File: src/rtl/ps2_scan_decoder_pkg.sv
// Shared types and constants for the PS/2 set-2 scan-code decoder.
package ps2_pkg;

    typedef enum logic [1:0] {
        IDLE,
        S_E0,
        S_F0
    } ps2_state_t;

    localparam logic [7:0] PS2_EXT   = 8'hE0;
    localparam logic [7:0] PS2_BRK   = 8'hF0;
    localparam int         PS2_EVT_W = 10;

    typedef struct packed {
        logic       ext;
        logic       brk;
        logic [7:0] code;
    } ps2_evt_t;

    // Keyboard status/ack bytes that never carry a key code.
    function automatic logic is_filtered(input logic [7:0] b);
        case (b)
            8'h00, 8'hAA, 8'hEE, 8'hFA, 8'hFE, 8'hFF: return 1'b1;
            default:                                  return 1'b0;
        endcase
    endfunction

endpackage

File: src/rtl/ps2_scan_decoder_if.sv
// Key-event stream: valid/ready handshake plus the head event fields.
interface ps2_scan_decoder_if;

    logic       evt_valid;
    logic       evt_ready;
    logic [7:0] evt_code;
    logic       evt_ext;
    logic       evt_brk;

    modport master (
        output evt_valid,
        output evt_code,
        output evt_ext,
        output evt_brk,
        input  evt_ready
    );

    modport slave (
        input  evt_valid,
        input  evt_code,
        input  evt_ext,
        input  evt_brk,
        output evt_ready
    );

endinterface

File: src/rtl/ps2_evt_fifo.sv
// First-word-fall-through event FIFO; the head is held in a register so it
// keeps its last value once the FIFO drains.
module ps2_evt_fifo #(
    parameter int DEPTH = 8,
    parameter int WIDTH = 10
) (
    input  logic             clk,
    input  logic             reset,
    input  logic             push,
    input  logic [WIDTH-1:0] wdata,
    input  logic             pop,
    output logic             full,
    output logic             empty,
    output logic [WIDTH-1:0] rdata
);

    localparam int PW = $clog2(DEPTH);

    logic [WIDTH-1:0] mem [DEPTH];
    logic [PW-1:0]    rd_ptr;
    logic [PW-1:0]    wr_ptr;
    logic [PW:0]      count;
    logic [WIDTH-1:0] head_q;
    logic             do_push;
    logic             do_pop;

    assign full    = (count == (PW+1)'(DEPTH));
    assign empty   = (count == '0);
    assign do_pop  = pop && !empty;
    assign do_push = push && (!full || do_pop);
    assign rdata   = head_q;

    always_ff @(posedge clk) begin
        if (do_push) begin
            mem[wr_ptr] <= wdata;
        end
    end

    always_ff @(posedge clk) begin
        if (!reset) begin
            rd_ptr <= '0;
            wr_ptr <= '0;
            count  <= '0;
            head_q <= '0;
        end else begin
            if (do_push) begin
                wr_ptr <= wr_ptr + PW'(1);
            end
            if (do_pop) begin
                rd_ptr <= rd_ptr + PW'(1);
            end
            case ({do_push, do_pop})
                2'b10:   count <= count + (PW+1)'(1);
                2'b01:   count <= count - (PW+1)'(1);
                default: count <= count;
            endcase
            // Next head comes from memory unless the popped entry was the last one.
            if (do_pop) begin
                if (count > (PW+1)'(1)) begin
                    head_q <= mem[rd_ptr + PW'(1)];
                end else if (do_push) begin
                    head_q <= wdata;
                end
            end else if (do_push && empty) begin
                head_q <= wdata;
            end
        end
    end

endmodule

File: src/rtl/ps2_scan_decoder.sv
// Tracks E0/F0 prefixes across received bytes and queues make/break events.
//  state | meaning
//  IDLE  | no prefix pending; plain codes emit make events
//  S_E0  | E0 seen; next code is an extended make
//  S_F0  | F0 seen (ext may be set); next code is a break
module ps2_scan_decoder
    import ps2_pkg::*;
#(
    parameter int DEPTH   = 8,
    parameter int TIMEOUT = 50000
) (
    input  logic                       clk,
    input  logic                       reset,
    input  logic                       rx_done_tick,
    input  logic [7:0]                 din,
    ps2_scan_decoder_if.master         evt,
    output logic                       prefix_pending,
    output logic                       overflow
);

    localparam int            TW       = (TIMEOUT > 2) ? $clog2(TIMEOUT) : 1;
    localparam logic [TW-1:0] TMO_LAST = TW'((TIMEOUT > 0) ? TIMEOUT - 1 : 0);

    ps2_state_t    state, state_d;
    logic          ext, ext_d;
    logic [TW-1:0] tmo_cnt, tmo_cnt_d;
    logic          emit;
    ps2_evt_t      emit_evt;
    ps2_evt_t      head;
    logic          fifo_full;
    logic          fifo_empty;
    logic          pop;

    assign pop = evt.evt_valid && evt.evt_ready;

    always_comb begin
        state_d   = state;
        ext_d     = ext;
        tmo_cnt_d = '0;
        emit      = 1'b0;
        emit_evt  = '{ext: 1'b0, brk: 1'b0, code: din};
        if (rx_done_tick) begin
            if (!is_filtered(din)) begin
                case (state)
                    IDLE: begin
                        if (din == PS2_EXT) begin
                            state_d = S_E0;
                            ext_d   = 1'b1;
                        end else if (din == PS2_BRK) begin
                            state_d = S_F0;
                            ext_d   = 1'b0;
                        end else begin
                            emit = 1'b1;
                        end
                    end
                    S_E0: begin
                        if (din == PS2_BRK) begin
                            state_d = S_F0;
                        end else if (din != PS2_EXT) begin
                            emit         = 1'b1;
                            emit_evt.ext = 1'b1;
                            state_d      = IDLE;
                            ext_d        = 1'b0;
                        end
                    end
                    S_F0: begin
                        if (din == PS2_EXT) begin
                            ext_d = 1'b1;
                        end else if (din != PS2_BRK) begin
                            emit         = 1'b1;
                            emit_evt.ext = ext;
                            emit_evt.brk = 1'b1;
                            state_d      = IDLE;
                            ext_d        = 1'b0;
                        end
                    end
                    default: begin
                        state_d = IDLE;
                        ext_d   = 1'b0;
                    end
                endcase
            end
        end else if (state != IDLE && TIMEOUT != 0) begin
            // A stale prefix is dropped silently once the wait budget is spent.
            if (tmo_cnt == TMO_LAST) begin
                state_d = IDLE;
                ext_d   = 1'b0;
            end else begin
                tmo_cnt_d = tmo_cnt + TW'(1);
            end
        end
    end

    always_ff @(posedge clk) begin
        if (!reset) begin
            state          <= IDLE;
            ext            <= 1'b0;
            tmo_cnt        <= '0;
            prefix_pending <= 1'b0;
            overflow       <= 1'b0;
        end else begin
            state          <= state_d;
            ext            <= ext_d;
            tmo_cnt        <= tmo_cnt_d;
            prefix_pending <= (state_d != IDLE);
            if (emit && fifo_full && !pop) begin
                overflow <= 1'b1;
            end
        end
    end

    ps2_evt_fifo #(
        .DEPTH (DEPTH),
        .WIDTH (PS2_EVT_W)
    ) u_fifo (
        .clk   (clk),
        .reset (reset),
        .push  (emit),
        .wdata (emit_evt),
        .pop   (pop),
        .full  (fifo_full),
        .empty (fifo_empty),
        .rdata (head)
    );

    assign evt.evt_valid = !fifo_empty;
    assign evt.evt_code  = head.code;
    assign evt.evt_ext   = head.ext;
    assign evt.evt_brk   = head.brk;

endmodule

File: src/flat_wrapper.sv
// flat-port wrapper written by rule: the top's interface ports become plain ports
module ps2_scan_decoder_flat import ps2_pkg::*;
#(
    parameter int DEPTH   = 8,
    parameter int TIMEOUT = 50000
)
  (clk, reset, rx_done_tick, din, prefix_pending, overflow, evt_evt_valid, evt_evt_code, evt_evt_ext, evt_evt_brk, evt_evt_ready);
  ps2_scan_decoder_if evt_i ();
  input  logic clk;
  input  logic reset;
  input  logic rx_done_tick;
  input  logic [7:0] din;
  output logic prefix_pending;
  output logic overflow;
  output wire logic [$bits(evt_i.evt_valid)-1:0] evt_evt_valid;
  output wire logic [$bits(evt_i.evt_code)-1:0] evt_evt_code;
  output wire logic [$bits(evt_i.evt_ext)-1:0] evt_evt_ext;
  output wire logic [$bits(evt_i.evt_brk)-1:0] evt_evt_brk;
  input wire logic [$bits(evt_i.evt_ready)-1:0] evt_evt_ready;
  assign evt_evt_valid = evt_i.evt_valid;
  assign evt_evt_code = evt_i.evt_code;
  assign evt_evt_ext = evt_i.evt_ext;
  assign evt_evt_brk = evt_i.evt_brk;
  assign evt_i.evt_ready = evt_evt_ready;
  ps2_scan_decoder #(.DEPTH(DEPTH), .TIMEOUT(TIMEOUT)) u_core (.clk(clk), .reset(reset), .rx_done_tick(rx_done_tick), .din(din), .evt(evt_i), .prefix_pending(prefix_pending), .overflow(overflow));
endmodule
File: config.mk
export PLATFORM = sky130hd
export DESIGN_NAME = ps2_scan_decoder_flat
export DESIGN_NICKNAME = d
export VERILOG_FILES = /design/src/rtl/ps2_scan_decoder_pkg.sv /design/src/rtl/ps2_scan_decoder_if.sv /design/src/rtl/ps2_evt_fifo.sv /design/src/rtl/ps2_scan_decoder.sv /design/src/flat_wrapper.sv
export SDC_FILE = /design/constraint.sdc
export NUM_CORES = 1
export LEC_CHECK = 0
export CORE_MARGIN = 3
export CORE_UTILIZATION = 55
export DETAILED_ROUTE_END_ITERATION = 10
export PLACE_DENSITY = 0.74
export SETUP_SLACK_MARGIN = 0.3
export SYNTH_ARGS = -nofsm -noshare
export SYNTH_HDL_FRONTEND = slang
export SYNTH_SLANG_ARGS = --single-unit
File: constraint.sdc
create_clock -name clk -period 8.2 [get_ports clk]
set_input_delay 0.82 -clock clk [delete_from_list [all_inputs] [get_ports clk]]
set_output_delay 0.82 -clock clk [all_outputs]
set_load 0.05 [all_outputs]
; ---- Yosys cells after proc, flatten, opt, wreduce, memory -nomap -nowiden
; Memory sizes are Yosys's and may differ from the RTL's.
; Cells that the tools add are included.
[classes]
div = 0
n_reduce_logical = 23
n_eq_ne = 21
magnitude_cmp = 1
n_mux = 46
mul = 0
shift = 0
add_sub_neg = 5
bitwise = 2
[ops]
columns = op, count
row1 = "8-bit equality test, second input constant", 7
row2 = 10-bit 2-to-1 mux, 4
row3 = 2-bit 2-to-1 mux, 14
row4 = 1-bit 2-to-1 mux, 23
row5 = "16-bit by 1-bit adder with 16-bit output, second input constant", 1
row6 = "16-bit equality test, second input constant", 1
row7 = "8-bit inequality test, second input constant", 2
row8 = 2-bit nonzero test, 6
row9 = 8-bit zero test, 1
row10 = "4-bit by 2-bit inequality test with 1-bit output, second input constant", 2
row11 = 4-bit case mux with 2 select lines, 1
row12 = 7-bit AND reduction, 1
row13 = "3-bit by 1-bit adder with 3-bit output, second input constant", 2
row14 = 1-bit logical AND, 6
row15 = "3-bit by 2-bit inequality test with 1-bit output, second input constant", 2
row16 = 1-bit case mux with 3 select lines, 2
row17 = 2-bit case mux with 3 select lines, 1
row18 = 6-bit OR reduction, 1
row19 = "4-bit by 1-bit adder with 4-bit output, second input constant", 1
row20 = "2-bit by 1-bit equality test with 1-bit output, second input constant", 2
row21 = "2-bit equality test, second input constant", 2
row22 = "4-bit equality test, second input constant", 1
row23 = "4-bit by 1-bit greater-than comparator with 1-bit output, second input constant", 1
row24 = 4-bit zero test, 1
row25 = other kinds (10), 13
[word_totals]
memories = 1
ramBits = 80
latch_bits = 0
romBits = 0
output_inout_bits = 13
input_bits = 12
reg_bits = 41
[memory_table]
columns = memory, depth, word_bits, rd, rd_clocked_by_memory_dff, wr, line_no
row1 = u_core.u_fifo.mem, 8, 10, 1, 0, 1, ps2_evt_fifo.sv:19  ; logic [WIDTH-1:0] mem [DEPTH];

; ---- Depth between registers and ports, before layout
[depth]
ltp_word = 10
depth_mapped = 10
depth_no_buf = 8

; ---- Modules after synthesis
; A second synthesis with hierarchy kept.
[unflattened]
cells_unflattened = 447
area_unflattened_um2 = 5544.1
[by_module_without_submodules]
columns = module, seq_area_each_um2, instances, area_each_um2, cells_each
row1 = ps2_evt_fifo, 2802.7, 1, 4356.7, 311
row2 = ps2_scan_decoder, 420.4, 1, 1187.4, 136

; ---- Worst setup path after synthesis
; OpenSTA, ideal clock, no wires.
[synth_timing]
path_type = input-to-reg
startpoint = input port din[4]
endpoint = memory u_core.u_fifo.mem[0][0] (enable)
cell_stages = 6
arrival_ns = 2.787
slack_ns = 5.023
setup_time_ns = 0.390
path_cell_list = buf_2 maj3_2 a31oi_1 nand3_2 or2_2 nor3_1
[synth_via]
elab_chain_cells = 9
elab_cells_between_ends = 25
cone_classes = eq/ne: 9 / mux: 13 / reduce/logical: 3
[synth_rtl]
columns = element, line_no
row1 = "start, declared", flat_wrapper.sv:12  ; input logic [7:0] din;
row2 = "8-bit inequality test, or another cell as far along", ps2_scan_decoder.sv:69  ; end else if (din != PS2_BRK) begin
row3 = "1-bit 2-to-1 mux, or another cell as far along", ps2_scan_decoder.sv:69
row4 = 1-bit 2-to-1 mux (on tied branches), n/a
row5 = 1-bit case mux with 3 select lines or 1-bit 2-to-1 mux (tied branches), "ps2_scan_decoder.sv:44, ps2_scan_decoder.sv:42"
row6 = 1-bit 2-to-1 mux *, ps2_scan_decoder.sv:43  ; if (!is_filtered(din)) begin
row7 = 1-bit 2-to-1 mux *, ps2_scan_decoder.sv:42  ; if (rx_done_tick) begin
row8 = 1-bit logical AND *, ps2_evt_fifo.sv:30  ; assign do_push = push && (!full || do_pop);
row9 = 1-bit 2-to-1 mux *, ps2_evt_fifo.sv:34  ; if (do_push) begin
row10 = 1-bit 2-to-1 mux (implied by the code) *, ps2_evt_fifo.sv:35  ; mem[wr_ptr] <= wdata;
row11 = "end, declared", ps2_evt_fifo.sv:19
; Every way passes the cells marked *; elsewhere a longest branch is shown, timed or not. The select of a mux whose other input is x is not followed.

; ---- Worst setup path in the final report
[layout_timing]
startpoint = input port din[4]
endpoint = memory u_core.u_fifo.mem[1][5] (enable)
; Same word-level chain as after synthesis.

==> summary.txt <==
Run status
  • Status: completed

Yosys
  • Cells after Synth: 382
  • Synth Register Bits: 121
  • Ranking of synthesized cells by area: edfxtp_1 (46%), dfxtp_1 (16%), mux4_2 (8.6%), mux2i_1 (2.9%), nor2_1 (2.7%)
  • Yosys top cell area share: 0.460
  • Synth warn: 0
  • Post-Syn Nets: 404
  • Unique masters post-synth: 43
  • Ys async rst share: 0
  • Biggest area consumer among synthesized cells: edfxtp_1
  • Seq/Total Area, Yosys: 0.617
  • Ys flop type: edfxtp_1
  • Mapped Area: 5220 sq um
  • EDFF count, synth: 80
  • Synth Area per Inst: 13.7 sq um

Clock network
  • CTS buffer count: 17
  • Post-CTS Setup Inserts: 0
  • # H-tree levels: 4
  • Root Driver: clkbuf_8
  • Clk Latency, worst-skew pair: 0.53 ns
  • Clock-pin slew on the worst setup and hold paths: 0.05 ns
  • CTS sink count: 121
  • Longest Clk Path Bufs: 2
  • Cts hold-fix bufs: 0
  • Clock tree from TritonCTS: yes
  • Post-CTS sizing: 0

Placed design
  • Placement Cell Area: 5570 sq um
  • Number of port buffers: 24
  • GPL Wtd Cong: 0.857
  • DP HPWL: 6.66 mm

Cells and area
  • N_diodes: 0
  • Filler Cells Inserted: 629
  • Nets: 435
  • Area Overhead vs Synth: 17.3%
  • Final instance area: 6130 sq um
  • Share of cells above drive strength 1: 0.167

Route
  • DR DRC count: 0
  • WL final: 10.6 mm
  • Antenna Nets Post-Route: 0
  • WL/cell: 19.2 um
  • DRT iter0 DRCs: 298
  • DR vias: 3176
  • First-pass iteration count of the detailed router: 4
  • Via density: 5.75

Setup path
  • CP Max Fanout: 16
  • Worst path slowest cell: clkdlybuf4s50_1
  • Worst EP required: 8.43 ns
  • Family with the most delay on the worst path: simple AND/OR/NAND/NOR gates
  • Setup crit end kind: flop
  • Critical Path, Cell by Cell: clkdlybuf4s50_1 > nor4_1 > a22o_1 > a31o_1 > nor2_1 > nand3_1 > nor3_1 > buf_4
  • Worst setup SP type: input port
  • Worst EP arrival: 3.98 ns
  • CP bufs+invs: 2
  • Setup CP Type: input port to flop
  • Max stage delay on crit path: 0.85 ns

STA
  • Slew HR: 0.201
  • Final Hold Viols: 0
  • Final setup violation count: 0
  • Fmax achieved: 267 MHz
  • Worst Skew: 0.0100 ns
  • Tcrit/Tclk final: 0.456
  • RSZ-0062 raised after global routing: no
  • Slew @ Worst Pin: 1.19 ns
  • Total Neg Setup Slack: 0 ns
  • Final min period: 3.74 ns
  • Final Max Slew Viols: 0

Power and ir drop
  • Reg power frac: 0.373
  • Clock power frac: 0.365
  • Switching share of total power: 0.300
  • Internal: 1.35 mW
  • Psw: 0.577 mW
  • Combinational fraction of design power: 0.261
  • VDD IR max: 0.151 mV
  • P per Cell Area: 314 nW/um^2
  • Lkg Pwr: 2.07 nW

Global routing
  • Antenna violations before repair: 0
  • Gr usage total: 0.223
  • Grt total ovfl: 0
  • Vias in the first global route: 3113
  • First-pass GRT wire length: 17.1 mm
  • Largest net degree at the start of global routing: 23

Die
  • Die H: 103 um
  • Starting density of the core: 0.582
  • Placeable Area: 8980 sq um
  • Row count: 34
  • Die ar.: 10700 sq um
  • Die W: 103 um
  • # IOs: 25

Flow run
  • Max-cap viol count: 0

Hold path
  • Worst min path class: flop to flop
power by group through the flow:
stage / clock, mW / combinational [mW] / sequential (mW)
floorplan: 0 / 0.313 / 0.793
global placement: 0 / 0.502 / 0.730
detailed placement: 0 / 0.506 / 0.731
CTS: 0.712 / 0.509 / 0.719
global route: 0.736 / 0.546 / 0.724
finish: 0.704 / 0.504 / 0.719
cell usage after synthesis, types with 10 or more instances:
master	instances
nor2_1	38
dfxtp_1	41
o21ai_0	18
mux2i_1	15
mux4_2	20
nand2_1	25
xor2_1	11
mux2_2	11
ha_1	10
a21oi_1	21
edfxtp_1	80
registers in the layout, summed over array words and instances, names as in the netlist:
name	count
u_core.tmo_cnt	16
u_core.u_fifo.wr_ptr	3
u_core.u_fifo.rd_ptr	3
u_core.u_fifo.mem	80
u_core.overflow	1
u_core.prefix_pending	1
u_core.u_fifo.rdata	10
u_core.state	2
u_core.u_fifo.count	4
u_core.ext	1
layout by cell type, fill, tap and decap left out, drive strengths merged, types with 2 or more instances in the layout:
master         netlist  routed
a21o                 2       2
a21oi               21      21
a31oi                2       2
and2                 3       3
and3                 5       5
and4                 3       3
buf                  6       3
bufinv               0       2
clkbuf               9      19
clkdlybuf4s50        0      24
clkinv               0       7
clkinvlp             0       3
dfxtp               41      41
edfxtp              80      80
ha                  10      10
inv                  8       9
mux2                11      11
mux2i               15      15
mux4                20      20
nand2               25      25
nand2b               4       4
nand3               10      10
nand4                5       5
nor2                38      38
nor3                 7       7
nor4                 4       4
nor4b                3       3
nor4bb               2       2
o211ai               3       3
o21ai               18      18
xnor2                7       7
xor2                11      11
stage by stage:
stage / hold slack, ns / std cells / power (mW) / utilization / worst slack [ns]
final: 0.457 / 552 / 1.93 / 0.683 / 4.46
after CTS: 0.464 / 552 / 1.94 / 0.683 / 4.57
after global routing: 0.474 / 552 / 2.01 / 0.683 / 4.33
after floorplan: 0.426 / 382 / 1.11 / - / 5.02
after detailed placement: 0.452 / 520 / 1.24 / 0.620 / 4.01
after global placement: 0.441 / 520 / 1.23 / 0.620 / 4.10
final timing paths:
| kind | slack, ns | cells past startpoint | to | from |
|---|---|---|---|---|
| setup / recovery | 4.46 | 8 | u_core.u_fifo.mem[1][5] | din[4] |
| hold / removal | 0.46 | 1 | u_core.tmo_cnt[0] | u_core.tmo_cnt[0] |
| setup reg to reg | 5.12 | 8 | u_core.u_fifo.mem[1][5] | u_core.state[1] |
| hold reg to reg | 0.46 | 1 | u_core.tmo_cnt[0] | u_core.tmo_cnt[0] |
final cells by class:
type	count	area, sq um	share of cell area
clock inverters	13	129	0.0210
clock buffers	19	432	0.0704
repair buffers	27	263	0.0429
flip-flops and latches	121	3220	0.526
multi-input cells	238	1890	0.309
well taps	126	158	0.0257
inverters	8	30.0	0.00490
logic make-up (layout without fill, tap and decap cells):
family                   Yosys count  count (layout)  share of synthesized area
flip-flops                       121             121                      0.617
adder cells (fa/ha/maj)           11              11                     0.0261
AND/OR/NAND/NOR                  112             112                      0.111
multiplexers                      46              46                      0.139
buffers and inverters             23              67                     0.0204
AO/OA/AOI/OAI                     51              51                     0.0563
XOR/XNOR                          18              18                     0.0302
metal layers:
| layer | wire (um) | vias up | track usage |
|---|---|---|---|
| met2 | 5180 | 89 | 0.350 |
| met5 | 0 | - | 0 |
| li1 | - | 1505 | - |
| met3 | 519 | 18 | 0.0684 |
| met4 | 182 | 0 | 0.0857 |
| met1 | 4730 | 1564 | 0.293 |
No activity file was read; power rests on OpenSTA's default activity.
